==> src/rtl/ecall_handler.sv <==
// Environment-call responder: stalls fetch, runs the I/O service selected by a7, writes results to a0.
// Define ECALL_CHAR_EN to implement the print-char service (code 11); otherwise code 11 is a no-op.
module ecall_handler #(
   parameter int SW_WIDTH = 16,
   parameter int A0_REG   = 10
) (
   input  logic                clk,
   input  logic                rst,
   input  logic                ecall,
   input  logic [31:0]         a7_data,
   input  logic [31:0]         a0_data,
   input  logic [SW_WIDTH-1:0] switch,
   input  logic                confirm,
   output logic                stall,
   output logic                wb_en,
   output logic [4:0]          wb_sel,
   output logic [31:0]         wb_data,
   output logic [31:0]         display_data,
   output logic [7:0]          char_data,
   output logic                char_valid,
   output logic                halted
);

   typedef enum logic [2:0] {
      IDLE,
      WAIT_IN,
      WRITE,
      DONE,
      HALT
   } state_t;

   localparam logic [31:0] SVC_PRINT_INT = 32'd1;
   localparam logic [31:0] SVC_READ_INT  = 32'd5;
   localparam logic [31:0] SVC_EXIT      = 32'd10;
   localparam logic [31:0] SVC_PRINT_CHR = 32'd11;

   state_t      state, state_n;
   logic        wb_en_n, char_valid_n, halted_n;
   logic [31:0] wb_data_n, display_n;
   logic [7:0]  char_data_n;

   // NOTE: every comb output gets a default first so no path leaves it unassigned and infers a latch.
   always_comb begin
      state_n      = state;
      wb_en_n      = 1'b0;
      wb_data_n    = wb_data;
      display_n    = display_data;
      char_data_n  = char_data;
      char_valid_n = 1'b0;
      halted_n     = halted;
      case (state)
         IDLE: begin
            if (ecall) begin
               case (a7_data)
                  SVC_PRINT_INT: begin
                     display_n = a0_data;
                     state_n   = DONE;
                  end
                  SVC_READ_INT: state_n = WAIT_IN;
                  SVC_EXIT: begin
                     halted_n = 1'b1;
                     state_n  = HALT;
                  end
`ifdef ECALL_CHAR_EN
                  SVC_PRINT_CHR: begin
                     char_data_n  = a0_data[7:0];
                     char_valid_n = 1'b1;
                     state_n      = DONE;
                  end
`endif
                  default: state_n = DONE;
               endcase
            end
         end
         WAIT_IN: begin
            if (confirm) begin
               wb_data_n = 32'(switch);
               wb_en_n   = 1'b1;
               state_n   = WRITE;
            end
         end
         WRITE:   state_n = DONE;
         // DONE ignores ecall so the retiring instruction cannot trigger twice.
         DONE:    state_n = IDLE;
         HALT:    state_n = HALT;
         default: state_n = IDLE;
      endcase
   end

   // NOTE: sequential state uses non-blocking assignments so all registers update together at the edge.
   always_ff @(posedge clk or posedge rst) begin
      if (rst) begin
         state        <= IDLE;
         wb_en        <= 1'b0;
         wb_data      <= '0;
         display_data <= '0;
         char_data    <= '0;
         char_valid   <= 1'b0;
         halted       <= 1'b0;
      end else begin
         state        <= state_n;
         wb_en        <= wb_en_n;
         wb_data      <= wb_data_n;
         display_data <= display_n;
         char_data    <= char_data_n;
         char_valid   <= char_valid_n;
         halted       <= halted_n;
      end
   end

   assign stall  = ((state == IDLE) && ecall) || (state == WAIT_IN) ||
                   (state == WRITE) || (state == HALT);
   assign wb_sel = 5'(A0_REG);

endmodule

==> config.mk <==
export PLATFORM = sky130hd
export DESIGN_NAME = ecall_handler
export DESIGN_NICKNAME = d
export VERILOG_FILES = /design/src/rtl/ecall_handler.sv
export SDC_FILE = /design/constraint.sdc
export NUM_CORES = 1
export LEC_CHECK = 0
export ABC_AREA = 1
export BUFFER_PORTS_ARGS = -buffer_cell sky130_fd_sc_hd__buf_2
export CORE_UTILIZATION = 30
export CTS_BUF_LIST = sky130_fd_sc_hd__clkbuf_16
export DETAILED_ROUTE_END_ITERATION = 12
export PLACE_DENSITY = 0.64
export SYNTH_ARGS = -nofsm -noshare
export SYNTH_HDL_FRONTEND = slang
export SYNTH_SLANG_ARGS = --single-unit
==> constraint.sdc <==
create_clock -name clk -period 1.69 [get_ports clk]
set_input_delay 0.169 -clock clk [delete_from_list [all_inputs] [get_ports clk]]
set_output_delay 0.169 -clock clk [all_outputs]
set_load 0.01 [all_outputs]
======== Word-level counts from Yosys, hierarchy flattened ========
Cells that the tools add are included.
word-level totals
  input bits .............................. 84
  word-level logic and storage cells ...... 28
  bits in registers ....................... 53
cells by class
  reductions and logical operators ........ 9
  multiplexer cells ....................... 6
  equal/unequal tests ..................... 8
operator list
  kind                 number
  $eq 32x1->1 const B  1
  $eq 32x3->1 const B  1
  $eq 32x4->1 const B  1
  $pmux 3 s4           1
  $mux 3               2
  $pmux 3 s2           1
  $reduce_and 3->1     2
  $ne 2x2->1 const B   2
  $reduce_and 2->1     2
  $eq 3x1->1 const B   1
  $eq 3x2->1 const B   1
  $eq 3x3->1 const B   1
  $logic_not 3->1      1
  $logic_or 1x1->1     3
  $mux 1               2
  $logic_and 1x1->1    1

======== Logic depth before layout (Yosys ltp) ========
Gate-level depths: netlist of the first run.
  depth in word-level cells ............... 5
  mapped depth ............................ 10
  mapped depth without buffers ............ 10

======== Worst setup path after synthesis of the first run ========
No wires, ideal clock.
  path kind ............................... reg-to-reg
  start point ............................. register state[2]
  end point ............................... register display_data[10]
  stages on the path, launching flop included .. 10
  data arrival time ....................... 1.297 ns
  slack ................................... 0.276 ns
  setup time .............................. 0.117 ns
  period minus slack after synthesis ...... 1.414 ns
  path buffers ............................ 1
  cells stage by stage .................... dfrtp_1 > inv_2 > nand2_2 > nor2_4 > nand2_4 > nor2_4 > nand4_4 > buf_6 > nand2_2 > o21ai_2
on the way
  longest elaborated chain between the ends .. 2
ends and longest elaborated chain
  item                        RTL line  text
  start, declared             37        state_t state, state_n;
  start signal, assigned      101       state <= state_n;
  $logic_not 3->1             51        case (state)
  $reduce_and 3->1 (no line)  -
  end signal, assigned        104       display_data <= display_n;
  end, declared               18        output logic [31:0] display_data,
No other way between the ends.
A chain may end at the register's enable or synchronous reset.

======== Final worst setup path of the first run ========
  start point ............................. register state[1]
  end point ............................... output stall
on the way
  longest elaborated chain between the ends .. 5
  elaborated cells between the ends (all ways) .. 8
ends and longest elaborated chain
  item                           RTL line  text
  $logic_not 3->1                111       assign stall = ((state == IDLE) && ecall) || (state == WAIT_IN) ||
  $logic_and 1x1->1              111
  $logic_or 1x1->1 (2 in a row)  111
  $logic_or 1x1->1 (*)           112       (state == WRITE) || (state == HALT);
  end, declared                  14        output logic stall,
Every way passes the cells marked *; elsewhere a longest branch is shown, timed or not.

==> impl_metrics.toml, run 1 <==
[floorplanning]
dieArea_um2 = 9950
die_w_um = 99.7
die_y_um = 99.7
fp.coreArea_um2 = 9240
rows = 35
start_util_pct = 31.0
ios = 165

[sta]
rsz0062_at_grt = "false"
clock.fmax_mhz = 637
drv_slew = 0
hold_ws_ns = 0.0885
clock_skew_ns = 0.00188
finalWorstPathRequiredPeriod_ns = 1.57
post-route-period-util_pct = 93.0
tightest_slew_ns = 0.549
hold_viol = 0
setup_viol = 0
tns_ns = 0
max_slew_margin_pct = 63.3
finalWorstSetupSlack_ns = 0.119

[global_route]
grt_pass1_wl_mm = 9.54
grt_start_max_net_pins = 47
antenna_found_initial = 0
gr-usage-all-layers_pct = 12.0
grt-ovfl-total = 0
grt_pass1_vias = 2162

[power]
p_int_w = 0.00241
switching_share_pct = 32.4
cellLeakagePower_nw = 2.27
p_clk_share_pct = 26.8
seq_power_share_pct = 44.5
power_frac_comb_pct = 28.7
cellPowerDensity_nw_per_um2 = 961
ir_drop_mv = 0.442
p_switching_w = 0.00115

[place]
dpl.hpwl_mm = 4.59
dp_slack_ns = 0.161
place.gp.congestion = 0.878
port_buffers = 134

[run_status]
status = "finished, final reports clean"

[critical_path]
path_class = "flop to output port"
worstSetupEndpointType = "output port"
arrival_ns = 1.40
critical_path.max_fanout = 4
critical_path_required_ns = 1.52
worstSetupStartpointType = "flop"

[yosys]
synthCells = 335
netlist_area_um2 = 2870
syn_area_per_cell_um2 = 8.55
yosysWarningCount = 0
ys_seq_area_share_pct = 46.3
synth-seq-cells = 53
synth.distinct_cells = 22

[drt]
first_iter_violations = 35
drc_errors = 0
dr.pass1.iters = 4
drt_wl_total_mm = 5.84
detail_route.wl_per_cell_um = 9.74
ant_nets = 0
viasPerCell = 3.92
vias = 2351

[finish]
syn_to_final_growth_pct = 29.3
final_nets = 555
nFillCells = 964
num_antenna_cells = 0
drive_above_1_share_pct = 46.7

[clock_tree]
cts_tree = "built"
cts_inserted_buffers = 5
clk_latency_ns = 0.28
htree_levels = 2
cts_root_buffer = "clkbuf_16"
cts_setup_buffers = 0
cts_buffer_depth = 2
path_clk_slew_ns = 0.06
numClockSinks = 53

[flow_run]
cap_violations = 0

[min_path]
hold_path.class = "primary input to flop"
==> Yosys cell counts <==
| cell | n | area share (%) |
|---|---|---|
| and2_0 | 1 | 0.22 |
| inv_1 | 65 | 8.5 |
| nor2_1 | 12 | 1.6 |
| nand2_4 | 2 | 0.79 |
| buf_2 | 2 | 0.35 |
| conb_1 | 2 | 0.26 |
| buf_4 | 30 | 7.9 |
| o21ai_2 | 32 | 9.8 |
| nor2_2 | 1 | 0.22 |
| dfrtp_1 | 53 | 46 |
| a21oi_1 | 2 | 0.35 |
| o21ai_0 | 1 | 0.17 |
| nand3_1 | 4 | 0.70 |
| nor3_1 | 1 | 0.17 |
| nor2_4 | 4 | 1.6 |
| nand2_1 | 81 | 11 |
| inv_2 | 4 | 0.52 |
| nand2_2 | 29 | 6.3 |
| nor3_2 | 1 | 0.35 |
| nand4_4 | 1 | 0.74 |
| o21bai_1 | 1 | 0.26 |
| buf_6 | 6 | 2.4 |
==> layer usage <==
layer  vias up  routed length, µm  global-route usage, %
met5         -                  0                      0
met4         0                 99                   4.52
met3         8                377                   2.88
met2       103               2860                   21.0
met1      1052               2500                   14.2
li1       1188                  -                      -
==> cell type report <==
cell class	instances	area [µm²]	area share (%)
multi-input cells	203	1090	29.3
well taps	129	161	4.36
repair buffers	139	736	19.9
flip-flops and latches	53	1330	35.8
clock buffers	5	125	3.38
inverters	69	259	6.99
clock inverters	2	11.3	0.304
==> layout by cell type, fill, tap and decap left out, types with 2 or more instances in the layout <==
| cell type | Yosys | final |
|---|---|---|
| a21oi_1 | 2 | 2 |
| buf_12 | 0 | 2 |
| buf_2 | 2 | 134 |
| buf_4 | 30 | 2 |
| clkbuf_16 | 0 | 5 |
| conb_1 | 2 | 30 |
| dfrtp_1 | 53 | 53 |
| inv_1 | 65 | 64 |
| inv_2 | 4 | 5 |
| nand2_1 | 81 | 81 |
| nand2_2 | 29 | 29 |
| nand2_4 | 2 | 2 |
| nand3_1 | 4 | 4 |
| nor2_1 | 12 | 12 |
| nor2_4 | 4 | 4 |
| nor3_2 | 1 | 2 |
| o21ai_2 | 32 | 32 |
==> sequential cells by signal, summed over array words and instances, names as in the netlist <==
name          count
state             3
halted            1
display_data     32
wb_data          16
wb_en             1
==> logic make-up (layout without fill, tap and decap cells) <==
kind of cell / after synthesis / after routing / synth area share, %
AO/OA/AOI/OAI: 36 / 36 / 10.6
buffers and inverters: 107 / 215 / 19.6
other: 2 / 30 / 0.262
AND/OR/NAND/NOR: 137 / 137 / 23.3
flip-flops: 53 / 53 / 46.3
==> what timing repair did <==
| action | in CTS | in global routing |
|---|---|---|
| endpoints found under the hold margin | 24 | 0 |
| gates resized for setup | 0 | 1 |
| hold buffers | 1 | 0 |
| endpoints found under the setup margin | 0 | 1 |
==> worst paths after layout <==
path	start	to	slack (ns)	cells after the start
setup / recovery	state[1]	stall	0.12	6
max in group asynchronous	rst	display_data[28]	0.65	4
min in group asynchronous	rst	wb_data[4]	0.49	3
setup reg to reg	state[2]	display_data[31]	0.12	9
hold / removal	switch[1]	wb_data[1]	0.09	3
hold reg to reg	wb_data[3]	wb_data[3]	0.47	2
==> per-stage QoR <==
stage                     area [µm²]  utilization (%)  std cells  total power [W]
after global placement          3550             38.5        592          0.00261
after floorplan                 2970                -        363          0.00227
final                           3710             40.1        600          0.00356
after detailed placement        3550             38.5        592          0.00263
after global routing            3710             40.1        600          0.00383
after CTS                       3700             40.1        600          0.00363
==> worst max-delay path, cell delays in order, from the launching register on <==
cell and delay (ns):
dfrtp_1 0.44, nor3_2 0.26, inv_2 0.08, nand2_1 0.06, inv_1 0.05, nand3_1 0.09, buf_2 0.14
==> power by group through the flow <==
stage / clock network [W] / logic (W) / registers (W)
after floorplan: 0 / 0.000568 / 0.00170
after global placement: 0 / 0.00100 / 0.00160
after global routing: 0.00106 / 0.00116 / 0.00161
after detailed placement: 0 / 0.00103 / 0.00161
after CTS: 0.00102 / 0.00103 / 0.00158
final: 0.000956 / 0.00102 / 0.00159
Note: power is estimated with default switching activity, not from simulation.
==> run 2: changes to the inputs <==
--- a/config.mk
+++ b/config.mk
@@ -7,10 +7,10 @@
 export LEC_CHECK = 0
 export ABC_AREA = 1
 export BUFFER_PORTS_ARGS = -buffer_cell sky130_fd_sc_hd__buf_2
-export CORE_UTILIZATION = 30
+export CORE_UTILIZATION = 44
 export CTS_BUF_LIST = sky130_fd_sc_hd__clkbuf_16
 export DETAILED_ROUTE_END_ITERATION = 12
-export PLACE_DENSITY = 0.64
+export PLACE_DENSITY = 0.86
 export SYNTH_ARGS = -nofsm -noshare
 export SYNTH_HDL_FRONTEND = slang
 export SYNTH_SLANG_ARGS = --single-unit
==> run 2 against run 1 <==
Clock skew is 0.0042 ns higher. Combinational power hardly changed. Maximum frequency is 0.64% higher. Sequential share of layout area is 0.77 points higher. Critical path type is now flop to flop. Critical endpoint is now display_data[24]. Largest cell class unchanged. Largest power group unchanged.
==> impl_metrics.toml, run 2 (synthesis results as in run 1) <==
[finish]
largest_register_ffs = 32
syn_to_final_growth_pct = 26.6
num_antenna_cells = 0
regMostFlops = "display_data"
final_cell_mix = "buf_2 (134), nand2_1 (81), inv_1 (64)"
reg_top3 = "display_data (32), wb_data (16), state (3)"
drive_above_1_share_pct = 46.7
nFillCells = 605
final_nets = 555
fin_cells = 548
multiInputGateArea_um2 = 1090
layout_commonest_cell = "buf_2"
ff_latch_area_um2 = 1330

[run_status]
status = "finished, final reports clean"

[floorplanning]
rows = 29
ios = 165
die_w_um = 82.7
dieArea_um2 = 6840
die_y_um = 82.7
fp.coreArea_um2 = 6310
start_util_pct = 45.4

[power]
p_int_w = 0.00241
p_clk_share_pct = 27.1
cellPowerDensity_nw_per_um2 = 976
cellLeakagePower_nw = 2.27
switching_share_pct = 32.0
ir_drop_mv = 0.797
power_frac_comb_pct = 28.1
seq_power_share_pct = 44.8
p_switching_w = 0.00114

[drt]
ant_nets = 0
drt_wl_total_mm = 5.37
viasPerCell = 4.20
first_iter_violations = 48
dr.pass1.iters = 4
drc_errors = 0
vias = 2301
detail_route.wl_per_cell_um = 9.80

[sta]
finalWorstPathRequiredPeriod_ns = 1.56
hold_viol = 0
setup_viol = 0
clock.fmax_mhz = 641
drv_slew = 0
clock_skew_ns = 0.00605
post-route-period-util_pct = 92.4
rsz0062_at_grt = "false"
tns_ns = 0

[clock_tree]
clk_latency_ns = 0.28
cts_buffer_depth = 2
numClockSinks = 53
cts_root_buffer = "clkbuf_16"
cts_inserted_buffers = 5
cts_tree = "built"
path_clk_slew_ns = 0.07
cts_setup_buffers = 0
htree_levels = 2

[critical_path]
crit_path_top_delay_cell = "dfrtp_1"
critical_path_required_ns = 1.85
crit_path_frequent_cell = "nor2_4"
crit_chain = "inv_2, nand2_2, nor2_4, nand2_4, nor2_4, nand4_4, buf_12, nand2_1, o21ai_2"
critical_path.max_fanout = 64
path_class = "flop to flop"
worstSetupEndpointType = "flop"
worstSetupStartpointType = "flop"
arrival_ns = 1.72
critPathMaxStageDelay_ns = 0.41

[global_route]
grt_pass1_vias = 2007
grt_pass1_wl_mm = 8.16
gr-usage-all-layers_pct = 15.6
grt_start_max_net_pins = 65
antenna_found_initial = 0
grt-ovfl-total = 0

[place]
place.gp.congestion = 0.706
place_inst = 540
dpl.hpwl_mm = 4.23
port_buffers = 134

[min_path]
hold_path.class = "primary input to flop"

[flow_run]
cap_violations = 0
run 2: cell counts in the layout (fill, tap and decap cells not counted):
No cell type changed its count.
run 2: power by group through the flow:
stage | clock network [W] | logic (W) | registers (W)
2_1_floorplan | 0 | 0.000568 | 0.00170
3_3_place_gp | 0 | 0.000975 | 0.00160
3_5_place_dp | 0 | 0.00101 | 0.00161
4_1_cts | 0.000996 | 0.00101 | 0.00159
5_1_grt | 0.00103 | 0.00116 | 0.00162
6_report | 0.000959 | 0.000996 | 0.00159
run 2: critical path, delay by kind of cell (launching register included):
| kind | cells | cell delay (ns) |
|---|---|---|
| simple gates | 6 | 0.62 |
| flops | 1 | 0.41 |
| buf+inv | 2 | 0.33 |
| compound gates | 1 | 0.05 |
run 2: final timing paths:
check | startpoint | to | slack [ns] | cells past startpoint
min in group asynchronous | rst | wb_data[2] | 0.47 | 3
max in group asynchronous | rst | wb_data[4] | 0.62 | 4
hold / removal | switch[8] | wb_data[8] | 0.08 | 3
hold reg to reg | wb_data[6] | wb_data[6] | 0.47 | 2
setup / recovery | state[2] | display_data[24] | 0.13 | 9
setup reg to reg | state[2] | display_data[24] | 0.13 | 9
run 2: cell type report:
| type | instances | area share, % |
|---|---|---|
| tap | 77 | 2.66 |
| sequential | 53 | 36.6 |
| multi-input combinational | 203 | 30.0 |
| clock buffer | 5 | 3.45 |
| clock inverter | 2 | 0.310 |
| inverter | 69 | 7.14 |
| timing repair buffer | 139 | 19.9 |
run 2: through the flow:
step	instance area, µm²	hold slack (ns)	worst slack [ns]	utilization (%)	power, W
5_1_grt	3630	0.0960	0.0323	57.5	0.00381
3_3_place_gp	3480	0.213	0.198	55.1	0.00258
4_1_cts	3620	0.0795	0.0661	57.4	0.00359
3_5_place_dp	3480	0.218	0.139	55.1	0.00262
2_1_floorplan	2970	0.286	0.235	-	0.00227
6_report	3630	0.0842	0.129	57.5	0.00354
run 2: repair_timing:
item	CTS	global route
gates resized for setup	0	1
hold endpoints to repair	21	0
hold buffers	1	0
setup endpoints to repair	0	1
run 2: metal layers:
layer,GRT usage [%],vias up,share of wire (%)
met4,6.21,0,1.1
met5,0,-,0
met2,30.1,88,52
met1,15.9,1016,40
li1,-,1191,-
met3,3.96,6,6.8
